## config.mk

```make
export PLATFORM = sky130hd
export DESIGN_NAME = priority_encoder_8x3
export DESIGN_NICKNAME = d
export VERILOG_FILES = /design/src/rtl/priority_encoder_pkg.sv /design/src/rtl/priority_encoder_core.sv /design/src/rtl/priority_encoder_8x3.sv
export SDC_FILE = /design/constraint.sdc
export NUM_CORES = 1
export LEC_CHECK = 0
export CAP_MARGIN = 20
export CORE_AREA = 10 10 47 49
export CTS_CLUSTER_DIAMETER = 150
export DETAILED_ROUTE_END_ITERATION = 8
export DIE_AREA = 0 0 57 59
export GPL_TIMING_DRIVEN = 1
export SLEW_MARGIN = 20
export SYNTH_ARGS = -nofsm -noshare
export SYNTH_HDL_FRONTEND = slang
export SYNTH_SLANG_ARGS = --single-unit
```

## constraint.sdc

```tcl
create_clock -name clk -period 0.9 [get_ports clk]
set_input_delay 0.09 -clock clk [delete_from_list [all_inputs] [get_ports clk]]
set_output_delay 0.09 -clock clk [all_outputs]
set_load 0.005 [all_outputs]
```

## src/rtl/priority_encoder_pkg.sv

```systemverilog
// priority_encoder_pkg: shared defaults and a highest-set-bit helper for the
// priority encoder and any block that needs a leading-one index.
package priority_encoder_pkg;

    localparam int DEF_WIDTH = 8;
    localparam int DEF_YW    = 3;

    // Index of the highest set bit of v; 0 when v is all zeros, so callers
    // must qualify the result with |v.
    function automatic logic [DEF_YW-1:0] hsb_index(input logic [DEF_WIDTH-1:0] v);
        logic [DEF_YW-1:0] r;
        logic              found;
        r     = '0;
        found = 1'b0;
        for (int i = DEF_WIDTH - 1; i >= 0; i--) begin
            if (!found && v[i]) begin
                r     = DEF_YW'(i);
                found = 1'b1;
            end
        end
        return r;
    endfunction

endpackage

```

## src/rtl/priority_encoder_core.sv

```systemverilog
// priority_encoder_core: combinational highest-set-bit encoder.
//   d       in  WIDTH  request vector, bit WIDTH-1 has highest priority
//   idx     out YW     index of highest set bit (0 when d == 0)
//   any_set out 1      d is non-zero
module priority_encoder_core
    import priority_encoder_pkg::*;
#(
    parameter int WIDTH = DEF_WIDTH,
    parameter int YW    = DEF_YW
) (
    input  logic [WIDTH-1:0] d,
    output logic [YW-1:0]    idx,
    output logic             any_set
);

    logic found;

    // Scan from the top bit down; the first hit wins and masks lower bits.
    always_comb begin
        idx   = '0;
        found = 1'b0;
        for (int i = WIDTH - 1; i >= 0; i--) begin
            if (!found && d[i]) begin
                idx   = YW'(i);
                found = 1'b1;
            end
        end
        any_set = found;
    end

endmodule

```

## src/rtl/priority_encoder_8x3.sv

```systemverilog
// priority_encoder_8x3: registered priority encoder, one cycle of latency.
//   clk   in  1      system clock
//   rst_n in  1      asynchronous active-low reset
//   en    in  1      sample enable; outputs hold when low
//   d     in  WIDTH  request vector, bit WIDTH-1 has highest priority
//   y     out YW     registered index of highest set bit of d
//   valid out 1      registered; sampled d was non-zero
module priority_encoder_8x3
    import priority_encoder_pkg::*;
#(
    parameter int WIDTH = DEF_WIDTH,
    parameter int YW    = DEF_YW
) (
    input  logic             clk,
    input  logic             rst_n,
    input  logic             en,
    input  logic [WIDTH-1:0] d,
    output logic [YW-1:0]    y,
    output logic             valid
);

    logic [YW-1:0] idx;
    logic          any_set;
    logic [YW-1:0] y_d, y_q;
    logic          valid_d, valid_q;

    priority_encoder_core #(.WIDTH(WIDTH), .YW(YW)) u_core (
        .d       (d),
        .idx     (idx),
        .any_set (any_set)
    );

    always_comb begin
        y_d     = en ? idx : y_q;
        valid_d = en ? any_set : valid_q;
    end

    always_ff @(posedge clk or negedge rst_n) begin
        if (!rst_n) begin
            y_q     <= '0;
            valid_q <= 1'b0;
        end else begin
            y_q     <= y_d;
            valid_q <= valid_d;
        end
    end

    assign y     = y_q;
    assign valid = valid_q;

endmodule

```

==> summary.md <==
| Metric | Value |
|---|---|
| Number of cells on the worst reg-to-reg path | `3` |
| CTS sink cnt | `4` |
| IO Port Bufs | `14` |
| Clock buffer depth | `2` |
| RD Place Congestion | `slightly above 0.7` |
| Static leakage | `roughly 0.00017 uW` |
| Post-Syn Area | `between 200 and 250 um2` |
| FP Rows | `14` |
| Via density | `approximately 4` |
| CTS root buffer | `clkbuf_4` |
| Fin Hold WS | `0.0648 ns` |
| Initial core utilization | `0.149` |
| Worst reg2reg path startpoint | `valid` |
| Syn Nets | `32` |
| I/O pin count | `15` |
| Clk slew on worst S/H paths | `about 0.040 ns` |
| Count of final hold-check violations | `0` |
| CTS tree | `done` |
| Post-Syn Instances | `21` |
| Post-Synth Adder-Cell Area | `0` |
| Main combinational cell family by area after synthesis | `simple AND/OR/NAND/NOR gates` |
| CP top delay family | `buffers and inverters` |
| PD cells | `roughly 1200 nW/um2` |
| Fin. max-slew vios | `0` |
| Yosys reg bits | `4` |
| RSZ-0062 raised after global routing | `no` |
| DIE AREA | `3360 um2` |
| Global-route wire length before repair | `roughly 1.0 mm` |
| Distinct cells, synth | `13` |
| Die X-Extent | `~57 um` |
| Critical-path top delay cell | `clkdlybuf4s50_1` |
| Total CTS buffers | `3` |
| CP Cell Sequence | `clkdlybuf4s50_1, nor3b_1, nor3_1, a31oi_1` |
| Total gr overflow | `0` |
| Mux contribution to synthesized area | `0` |
| Multi-input gate area | `roughly 110 um2` |
| Fin nets | `57` |
| Avg Cell Area, Syn | `9.95 um2` |
| Post-synthesis simple-gate area fraction | `0.329` |
| Worst rel slew slack | `0.825` |
| Crit path buffers/inverters | `1` |
| Core area | `about 1400 um2` |
| Wire length per cell | `10.5 um` |
| Finished Cell Area | `about 420 um2` |
| Routed Antenna Nets | `0` |
| XOR/XNOR Fraction of Synth Area | `0` |
| Fillcell total | `166` |
| Max Cap Viol | `0` |
| DP Area | `between 400 and 500 um2` |
| Setup Skew | `0 ns` |
| Final setup violation count | `0` |
| Largest net degree at the start of global routing | `8` |
| Worst path depth | `4` |
| Ant diodes | `0` |
| Worst Path Max Fanout | `2` |
| Arrival @ worst endpoint | `roughly 1.0 ns` |
| P&R area growth vs syn | `100%` |
| Routed WL | `approximately 630 um` |
| Max rail drop VDD | `about 0.34 mV` |
| Post-synthesis compound-gate area fraction | `0.174` |
| Initial antenna violation count | `0` |
| RR Endpoint | `valid` |
| Sequential element share of the synthesized area | `0.479` |
| Critical Path End Type | `flop` |
| Number of warnings issued by yosys | `0` |
| All-Layer GR Usage | `0.0420` |
| Share of layout cells above drive strength 1 | `0.364` |
| DRC Markers | `0` |
| Sequential Area | `100 um2` |
| Worst endpoint required time | `between 1 and 1.5 ns` |
| HP Class | `input pin to async pin` |
| Vias in the first global route | `263` |
| Die span in y | `roughly 59 um` |
| Status | `complete, no violations` |
| Worst slew pin tran | `between 0.2 and 0.3 ns` |
| R2r setup slk | `0.13 ns` |
| Final Cycle Share | `0.965` |
| Tmin final | `between 0.8 and 0.9 ns` |
| CP max stage delay | `~0.48 ns` |
| Critical path startpoint category | `input pin` |
| Routed via count | `between 200 and 250` |
| Estimated wirelength of the detail-placed design | `about 530 um` |
| Clock Latency Late Sink | `0.23 ns` |
| Initial DRC count | `5` |
| Number of H-tree levels | `1` |
| 1st-pass router iterations | `4` |
| Crit path kind | `input pin to flop` |
| Fmax | `between 1000 and 1500 MHz` |
## timing repair
action	in CTS	in global routing
gates resized for setup	19	2
pin swaps	1	0
setup endpoints to repair	8	2
hold buffers	0	0
hold endpoints to repair	0	0
setup buffers	2	0
cloned	0	0
## registers in the layout, summed over array words and instances (netlist names)
register / flops
valid: 1
y: 3
## layout by cell type (no fill, tap or decap)
cell type / instances
a41oi_1: 1
nor4_4: 1
buf_4: 7
nor3_1: 1
nor2_1: 5
nand3_1: 1
dlygate4sd2_1: 4
o311ai_1: 1
buf_2: 3
and2b_1: 1
clkdlybuf4s50_1: 6
nor2_2: 1
clkbuf_2: 1
nor3b_1: 1
clkbuf_4: 3
o21a_1: 1
a31oi_1: 1
dfrtp_1: 4
a21oi_1: 1
## layer usage
metal / track usage / wire [um] / up-vias
met3: 0.0300 / 102 / 0
met2: 0.0465 / 275 / 11
met5: 0 / 0 / -
met1: 0.0347 / 255 / 100
met4: 0.0805 / 0 / 0
li1: - / - / 124
## area by class of cell
type / instances / area share
Timing Repair Buffer: 21 / 0.401
Clock buffer: 3 / 0.0539
Tap cell: 16 / 0.0479
Sequential cell: 4 / 0.240
Multi-Input combinational cell: 16 / 0.257
## worst max path at each step
stage / from / to / slack (ns)
6_report: d[3] / y[0] / 0.03
3_5_place_dp: d[6] / y[0] / -0.37
5_1_grt: d[3] / y[1] / 0.002
4_1_cts: valid / valid / -0.01
2_1_floorplan: d[4] / y[0] / 0.20
3_3_place_gp: d[6] / y[0] / -0.35
## cells in the mapped netlist (all sizes together)
cell	n	area [um2]
a21oi	1	5.00
a31oi	1	6.26
a41oi	1	8.76
and2b	1	7.51
clkbuf	1	3.75
dfrtp	4	100
nand3	1	5.00
nor2	6	22.5
nor3	1	5.00
nor3b	1	7.51
nor4	1	21.3
o21a	1	7.51
o311ai	1	8.76
## metrics by stage
step	setup slack [ns]	instances	total power [uW]	setup TNS, ns	util
floorplan	0.203	21	224	0	-
global placement	-0.349	55	316	-1.25	0.288
detailed placement	-0.368	55	318	-1.32	0.288
CTS	-0.0127	60	537	-0.0127	0.300
global route	0.00243	60	553	0	0.298
finish	0.0319	60	522	0	0.298
## cell families after synthesis
family / count (synthesis)
AND/OR/NAND/NOR: 11
AO/OA/AOI/OAI: 5
flip-flops: 4
buffers and inverters: 1
## power by group
part           switching, uW  internal, uW  total (uW)  leakage [uW]
registers               4.01           191         195     0.0000383
logic                   42.8          69.8         113      0.000117
clock network           65.8           149         214     0.0000138
Note: power is estimated with default switching activity, not from simulation.
